===== src/rtl/dvp_frame_gen_if.sv =====
`default_nettype none
`timescale 1ns/1ps
// ---------------------------------------------------------------------------
// dvp_frame_gen_if : DVP camera bus plus external-pixel request handshake
// Rev 1.0
// ---------------------------------------------------------------------------
interface dvp_frame_gen_if;
  logic        vsync;
  logic        href;
  logic [7:0]  data;
  logic        pix_req;
  logic [23:0] pix_in;

  modport master (output vsync, output href, output data, output pix_req, input pix_in);
  modport slave  (input vsync, input href, input data, input pix_req, output pix_in);
endinterface
`default_nettype wire


===== src/rtl/dvp_frame_gen.sv =====
`default_nettype none
`timescale 1ns/1ps
// ---------------------------------------------------------------------------
// dvp_frame_gen : parametrised DVP frame source (bars / ramp / external pixels)
// Rev 1.0
// ---------------------------------------------------------------------------
module dvp_frame_gen #(
  parameter int WIDTH      = 512,
  parameter int HEIGHT     = 512,
  parameter int VSYNC_CYC  = 10,
  parameter int VBP_CYC    = 20,
  parameter int HBLANK_CYC = 10,
  parameter int VFP_CYC    = 20
) (
  input  logic       clk,
  input  logic       rst,
  input  logic       start,
  input  logic       continuous,
  input  logic [1:0] mode,
  input  logic [1:0] pattern,
  output logic       busy,
  output logic       frame_done,
  dvp_frame_gen_if.master dvp
);

  localparam int C_M1      = (VSYNC_CYC > VBP_CYC) ? VSYNC_CYC : VBP_CYC;
  localparam int C_M2      = (HBLANK_CYC > VFP_CYC) ? HBLANK_CYC : VFP_CYC;
  localparam int C_CNT_MAX = ((C_M1 > C_M2) ? C_M1 : C_M2) - 1;
  localparam int CW        = (C_CNT_MAX < 1) ? 1 : $clog2(C_CNT_MAX + 1);
  localparam int XW        = $clog2(WIDTH);
  localparam int YW        = (HEIGHT < 2) ? 1 : $clog2(HEIGHT);
  localparam int BAR_W     = WIDTH / 8;

  localparam logic [2:0] S_IDLE   = 3'd0;
  localparam logic [2:0] S_VSYNC  = 3'd1;
  localparam logic [2:0] S_VBP    = 3'd2;
  localparam logic [2:0] S_LINE   = 3'd3;
  localparam logic [2:0] S_HBLANK = 3'd4;
  localparam logic [2:0] S_VFP    = 3'd5;

  localparam logic [1:0] P_EXT = 2'd2;

  logic [2:0]    r_state, w_state;
  logic [CW-1:0] r_cnt, w_cnt;
  logic [XW-1:0] r_x, w_x;
  logic [YW-1:0] r_y, w_y;
  logic [1:0]    r_b, w_b;
  logic [1:0]    r_mode, w_mode;
  logic [1:0]    r_pat, w_pat;
  logic [23:0]   r_pix, w_pix;
  logic [2:0]    w_bar;
  logic [7:0]    w_ramp, w_byte;
  logic          r_vsync, r_href, r_pix_req, r_busy, r_frame_done;
  logic [7:0]    r_data;
  logic          w_pix_req;

  function automatic logic [1:0] last_byte(input logic [1:0] m);
    case (m)
      2'd1:    return 2'd1;
      2'd2:    return 2'd0;
      default: return 2'd2;
    endcase
  endfunction

  // Counters are advanced in the next-state view so every output can be registered.
  always_comb begin
    w_state = r_state;
    w_cnt   = r_cnt;
    w_x     = r_x;
    w_y     = r_y;
    w_b     = r_b;
    w_mode  = r_mode;
    w_pat   = r_pat;
    case (r_state)
      S_IDLE: if (start) begin
        w_state = S_VSYNC;
        w_cnt   = '0;
        w_mode  = (mode == 2'd3) ? 2'd0 : mode;
        w_pat   = (pattern == 2'd3) ? 2'd0 : pattern;
      end
      S_VSYNC: if (r_cnt == CW'(VSYNC_CYC - 1)) begin
        w_state = S_VBP;
        w_cnt   = '0;
      end else w_cnt = r_cnt + 1'b1;
      S_VBP: if (r_cnt == CW'(VBP_CYC - 1)) begin
        w_state = S_LINE;
        w_cnt   = '0;
        w_x     = '0;
        w_y     = '0;
        w_b     = '0;
      end else w_cnt = r_cnt + 1'b1;
      S_LINE: if (r_b == last_byte(r_mode)) begin
        w_b = '0;
        if (r_x == XW'(WIDTH - 1)) begin
          w_x   = '0;
          w_cnt = '0;
          if (r_y == YW'(HEIGHT - 1)) begin
            w_state = S_VFP;
            w_y     = '0;
          end else begin
            w_state = S_HBLANK;
            w_y     = r_y + 1'b1;
          end
        end else w_x = r_x + 1'b1;
      end else w_b = r_b + 1'b1;
      S_HBLANK: if (r_cnt == CW'(HBLANK_CYC - 1)) begin
        w_state = S_LINE;
        w_cnt   = '0;
      end else w_cnt = r_cnt + 1'b1;
      S_VFP: if (r_cnt == CW'(VFP_CYC - 1)) begin
        w_cnt = '0;
        if (continuous) begin
          w_state = S_VSYNC;
          w_mode  = (mode == 2'd3) ? 2'd0 : mode;
          w_pat   = (pattern == 2'd3) ? 2'd0 : pattern;
        end else w_state = S_IDLE;
      end else w_cnt = r_cnt + 1'b1;
      default: w_state = S_IDLE;
    endcase
  end

  // An external pixel's first byte is taken straight from pix_in on its capture edge.
  always_comb begin
    w_bar  = 3'(w_x / XW'(BAR_W));
    w_ramp = 8'(w_x) + 8'(w_y);
    w_pix  = 24'h000000;
    if (w_pat == P_EXT) w_pix = r_pix_req ? dvp.pix_in : r_pix;
    else if (w_pat == 2'd1) w_pix = {w_ramp, w_ramp, w_ramp};
    else begin
      case (w_bar)
        3'd0:    w_pix = 24'hFFFFFF;
        3'd1:    w_pix = 24'hFFFF00;
        3'd2:    w_pix = 24'h00FFFF;
        3'd3:    w_pix = 24'h00FF00;
        3'd4:    w_pix = 24'hFF00FF;
        3'd5:    w_pix = 24'hFF0000;
        3'd6:    w_pix = 24'h0000FF;
        default: w_pix = 24'h000000;
      endcase
    end
    case (w_mode)
      2'd1:    w_byte = (w_b == 2'd0) ? {w_pix[23:19], w_pix[15:13]} : {w_pix[12:10], w_pix[7:3]};
      2'd2:    w_byte = w_pix[15:8];
      default: w_byte = (w_b == 2'd0) ? w_pix[23:16] : ((w_b == 2'd1) ? w_pix[15:8] : w_pix[7:0]);
    endcase
    w_pix_req = (w_pat == P_EXT) &&
                ((w_state == S_VBP    && w_cnt == CW'(VBP_CYC - 1)) ||
                 (w_state == S_HBLANK && w_cnt == CW'(HBLANK_CYC - 1)) ||
                 (w_state == S_LINE   && w_b == last_byte(w_mode) && w_x != XW'(WIDTH - 1)));
  end

  always_ff @(posedge clk) begin
    if (rst) begin
      r_state      <= S_IDLE;
      r_cnt        <= '0;
      r_x          <= '0;
      r_y          <= '0;
      r_b          <= '0;
      r_mode       <= '0;
      r_pat        <= '0;
      r_pix        <= '0;
      r_vsync      <= 1'b0;
      r_href       <= 1'b0;
      r_data       <= '0;
      r_pix_req    <= 1'b0;
      r_busy       <= 1'b0;
      r_frame_done <= 1'b0;
    end else begin
      r_state      <= w_state;
      r_cnt        <= w_cnt;
      r_x          <= w_x;
      r_y          <= w_y;
      r_b          <= w_b;
      r_mode       <= w_mode;
      r_pat        <= w_pat;
      if (r_pix_req) r_pix <= dvp.pix_in;
      r_vsync      <= (w_state == S_VSYNC);
      r_href       <= (w_state == S_LINE);
      r_data       <= (w_state == S_LINE) ? w_byte : 8'h00;
      r_pix_req    <= w_pix_req;
      r_busy       <= (w_state != S_IDLE);
      r_frame_done <= (w_state == S_VFP) && (w_cnt == CW'(VFP_CYC - 1));
    end
  end

  assign dvp.vsync   = r_vsync;
  assign dvp.href    = r_href;
  assign dvp.data    = r_data;
  assign dvp.pix_req = r_pix_req;
  assign busy        = r_busy;
  assign frame_done  = r_frame_done;

endmodule
`default_nettype wire


===== src/flat_wrapper.sv =====
// flat-port wrapper written by rule: the top's interface ports become plain ports
module dvp_frame_gen_flat 
#(
  parameter int WIDTH      = 512,
  parameter int HEIGHT     = 512,
  parameter int VSYNC_CYC  = 10,
  parameter int VBP_CYC    = 20,
  parameter int HBLANK_CYC = 10,
  parameter int VFP_CYC    = 20
)
  (clk, rst, start, continuous, mode, pattern, busy, frame_done, dvp_vsync, dvp_href, dvp_data, dvp_pix_req, dvp_pix_in);
  dvp_frame_gen_if dvp_i ();
  input  logic clk;
  input  logic rst;
  input  logic start;
  input  logic continuous;
  input  logic [1:0] mode;
  input  logic [1:0] pattern;
  output logic busy;
  output logic frame_done;
  output wire logic [$bits(dvp_i.vsync)-1:0] dvp_vsync;
  output wire logic [$bits(dvp_i.href)-1:0] dvp_href;
  output wire logic [$bits(dvp_i.data)-1:0] dvp_data;
  output wire logic [$bits(dvp_i.pix_req)-1:0] dvp_pix_req;
  input wire logic [$bits(dvp_i.pix_in)-1:0] dvp_pix_in;
  assign dvp_vsync = dvp_i.vsync;
  assign dvp_href = dvp_i.href;
  assign dvp_data = dvp_i.data;
  assign dvp_pix_req = dvp_i.pix_req;
  assign dvp_i.pix_in = dvp_pix_in;
  dvp_frame_gen #(.WIDTH(WIDTH), .HEIGHT(HEIGHT), .VSYNC_CYC(VSYNC_CYC), .VBP_CYC(VBP_CYC), .HBLANK_CYC(HBLANK_CYC), .VFP_CYC(VFP_CYC)) u_core (.clk(clk), .rst(rst), .start(start), .continuous(continuous), .mode(mode), .pattern(pattern), .busy(busy), .frame_done(frame_done), .dvp(dvp_i));
endmodule

===== config.mk =====
export PLATFORM = sky130hd
export DESIGN_NAME = dvp_frame_gen_flat
export DESIGN_NICKNAME = d
export VERILOG_FILES = /design/src/rtl/dvp_frame_gen_if.sv /design/src/rtl/dvp_frame_gen.sv /design/src/flat_wrapper.sv
export SDC_FILE = /design/constraint.sdc
export NUM_CORES = 1
export LEC_CHECK = 0
export CAP_MARGIN = 10
export CELL_PAD_IN_SITES_DETAIL_PLACEMENT = 1
export CELL_PAD_IN_SITES_GLOBAL_PLACEMENT = 2
export CORE_MARGIN = 2
export CORE_UTILIZATION = 37
export DETAILED_ROUTE_END_ITERATION = 10
export PLACE_DENSITY_LB_ADDON = 0.3
export SETUP_SLACK_MARGIN = 0.2
export SLEW_MARGIN = 10
export SYNTH_ARGS = -nofsm -noshare
export SYNTH_HDL_FRONTEND = slang
export SYNTH_SLANG_ARGS = --single-unit

===== constraint.sdc =====
create_clock -name clk -period 6 [get_ports clk]
set_input_delay 0.6 -clock clk [delete_from_list [all_inputs] [get_ports clk]]
set_output_delay 0.6 -clock clk [all_outputs]
set_load 0.02 [all_outputs]

==> impl_metrics.env <==
export IMPL_r2r_cells=12
export IMPL_preCtsSetupSlack_ns=1.088
export IMPL_dpl_instance_area_um2=4995
export IMPL_cp_slowest_cell="dfxtp_1"
export IMPL_synthAdderAreaFrac=0.05229
export IMPL_numPortBuffers=44
export IMPL_area_growth_pct=19.54
export IMPL_final_fill_count=1432
export IMPL_grt_start_max_net_pins=59
export IMPL_setup_ws_ns=1.009
export IMPL_nets=644
export IMPL_rsz0062_at_grt="false"
export IMPL_timing_hold_violations_final=0
export IMPL_cts_resized=0
export IMPL_critical_path_class="flop to flop"
export IMPL_synth_top_family_by_area="simple AND/OR/NAND/NOR gates"
export IMPL_cap_violations=0
export IMPL_drive_gt1_frac=0.07179
export IMPL_vias=4369
export IMPL_dieArea_um2=12920
export IMPL_fin_tns_setup_ns=0
export IMPL_leakagePower_nw=1.970
export IMPL_ys_seq_area_frac=0.3104
export IMPL_yosys_top_cells_count="83 x nor2_1, 69 x dfxtp_1, 56 x nand2_1"
export IMPL_crit_arrival_ns=5.20
export IMPL_syn_avg_cell_area_um2=7.933
export IMPL_cp_end_kind="flop"
export IMPL_insertion_delay_ns=0.35
export IMPL_yosysMostFrequentCell="nor2_1"
export IMPL_floorplan_initialDensity=0.3752
export IMPL_fmax_mhz=200.4
export IMPL_met1_length_mm=6.386
export IMPL_worst_slew_pin_slew_ns=1.064
export IMPL_rows=40
export IMPL_synth_area_leader_cell="dfxtp_1"
export IMPL_post_cts_setup_buffer_count=0
export IMPL_fin_area_um2=5320
export IMPL_required_ns=6.21
export IMPL_synth_compound_area_frac=0.2277
export IMPL_hold_path_class="flop to flop"
export IMPL_synthTopCellsByArea="dfxtp_1 31%, nor2_1 7.0%, mux2i_1 6.1%"
export IMPL_topRoutingLayerUsed="met4"
export IMPL_skew_ns=0.008154
export IMPL_hold_path_cell_count=2
export IMPL_cts_buffers=9
export IMPL_cts_clk_slew_worst_paths_ns=0.06
export IMPL_n_antenna_cell=0
export IMPL_critPathMaxStageDelay_ns=0.82
export IMPL_grt_ovfl_total=0
export IMPL_die_y_um=113.7
export IMPL_synth_xor_area_frac=0.02896
export IMPL_synth_nets=611
export IMPL_power_density_nw_per_um2=221.4
export IMPL_finalCritPeriodShare=0.8319
export IMPL_antenna_found_initial=0
export IMPL_grt_pass1_vias=4375
export IMPL_syn_inst=561
export IMPL_clockRootBuffer="clkbuf_16"
export IMPL_ys_seq_elements=69
export IMPL_wl_per_cell_um=18.90
export IMPL_startpoint_type="flop"
export IMPL_drtIter0Drc=218
export IMPL_tritoncts="built"
export IMPL_async_flop_share=0
export IMPL_route_detailed_drc=0
export IMPL_drt_total_wl_mm=14.10
export IMPL_ctsHoldBuffers=0
export IMPL_vdd_drop_max_mv=0.1288
export IMPL_path_max_fanout=21
export IMPL_slew_limit_headroom=0.2862
export IMPL_setup_violations_final=0
export IMPL_synthFlopType="dfxtp_1"
export IMPL_gp_congestion=0.9176
export IMPL_die_w_um=113.7
export IMPL_groute_usage_overall=0.2266
export IMPL_synth_top_cell_area_share=0.3104
export IMPL_synth_simple_gate_area_frac=0.2693
export IMPL_synth_edff_count=0
export IMPL_status="completed"
export IMPL_wl_met2_mm=6.883
export IMPL_synthesis_area_um2=4451
export IMPL_rrSetupSlack_ns=1.01
export IMPL_wl_met3_um=531
export IMPL_cts_path_max_buffers=2
export IMPL_coreArea_um2=11860
export IMPL_ios=45
export IMPL_grt_pass1_wl_mm=23.11
export IMPL_ant_nets=0
export IMPL_synthDistinctLibCells=79
export IMPL_synthMuxAreaShare=0.06579
export IMPL_drtPass1Iterations=4
export IMPL_yosys_warnings=0
export IMPL_viasPerCell=5.857
export IMPL_slew_violations=0
export IMPL_cts_sinks=69
export IMPL_min_period_ns=4.991
export IMPL_path_cells="nand3b_1 > a31o_2 > or4_1 > a21boi_0 > ha_1 > or3_1 > o211ai_1 > nor2_1 > and3_1 > a2111oi_4 > a21oi_1 > a2111oi_2"
export IMPL_dp_hpwl_mm=10.56
export IMPL_htreeDepth=3
==> per-layer routing <==
| layer | track usage | vias up |
|---|---|---|
| li1 | - | 2127 |
| met1 | 0.2894 | 2130 |
| met2 | 0.3888 | 91 |
| met3 | 0.03188 | 21 |
| met4 | 0.08618 | 0 |
| met5 | 0 | - |
==> registers in the layout (all words and copies together), names as in the netlist, 2 cells and up, named ones only <==
register         cells
u_core.dvp.data      8
u_core.r_x           9
u_core.r_cnt         5
u_core.r_b           2
u_core.r_mode        2
u_core.r_state       3
u_core.r_pix        24
u_core.r_y           8
u_core.r_pat         2
==> placed cells by master, fill, tap and decap left out, types with 10 or more instances in the layout <==
| cell type | Yosys | final |
|---|---|---|
| a211oi_1 | 10 | 10 |
| a21oi_1 | 27 | 27 |
| clkdlybuf4s50_1 | 0 | 43 |
| dfxtp_1 | 69 | 69 |
| ha_1 | 17 | 17 |
| inv_1 | 19 | 19 |
| mux2i_1 | 27 | 27 |
| nand2_1 | 56 | 56 |
| nand3_1 | 19 | 19 |
| nor2_1 | 83 | 83 |
| nor2b_1 | 14 | 14 |
| nor3_1 | 13 | 13 |
| o21ai_0 | 38 | 38 |
==> path summary, 6_finish.rpt <==
check / end / start
max reg2reg: u_core.dvp.data[7]$_SDFF_PP0_ / u_core.r_state[0]$_SDFF_PP0_
max: u_core.dvp.data[7]$_SDFF_PP0_ / u_core.r_state[0]$_SDFF_PP0_
min reg2reg: u_core.r_pix[13]$_SDFF_PP0_ / u_core.r_pix[13]$_SDFF_PP0_
min: u_core.r_pix[13]$_SDFF_PP0_ / u_core.r_pix[13]$_SDFF_PP0_
==> where the power goes <==
| part | switching (mW) | internal, mW | leakage [nW] |
|---|---|---|---|
| clock network | 0.216 | 0.374 | 0.158 |
| logic | 0.0713 | 0.0500 | 1.25 |
| registers | 0.00506 | 0.461 | 0.557 |
==> critical path, delay by kind of cell, from the launching register on <==
| kind | cells | cell delay [ns] |
|---|---|---|
| and+or+nand+nor | 5 | 1.62 |
| DFF | 1 | 0.82 |
| adders and majority gates | 1 | 0.38 |
| AOI/OAI and AO/OA | 6 | 2.03 |
==> layout make-up <==
type,instances,area [µm²],share of cell area
Timing Repair Buffer,50,480.5,0.09031
Tap cell,147,183.9,0.03457
Sequential cell,69,1381,0.2596
Clock inverter,6,86.33,0.01623
Multi-Input combinational cell,445,2878,0.5409
Inverter,19,71.32,0.01341
Clock buffer,10,239.0,0.04492
==> cells by family after synthesis <==
| group | count (synthesis) |
|---|---|
| AND/OR/NAND/NOR | 241 |
| AO/OA/AOI/OAI | 144 |
| XOR/XNOR | 13 |
| buffers and inverters | 47 |
| multiplexers | 29 |
| flip-flops | 69 |
| adder cells (fa/ha/maj) | 18 |
==> through the flow <==
| stage | utilization | hold WS (ns) | power [mW] | std cells |
|---|---|---|---|---|
| 2_1_floorplan | - | 0.4558 | 0.5476 | 561 |
| 3_3_place_gp | 0.4211 | 0.4749 | 0.5951 | 730 |
| 4_1_cts | 0.4485 | 0.4978 | 1.185 | 746 |
| 6_report | 0.4485 | 0.4893 | 1.178 | 746 |
| 3_5_place_dp | 0.4211 | 0.4845 | 0.5966 | 730 |
| 5_1_grt | 0.4485 | 0.5156 | 1.222 | 746 |
Power figures use the tool's default switching activity.
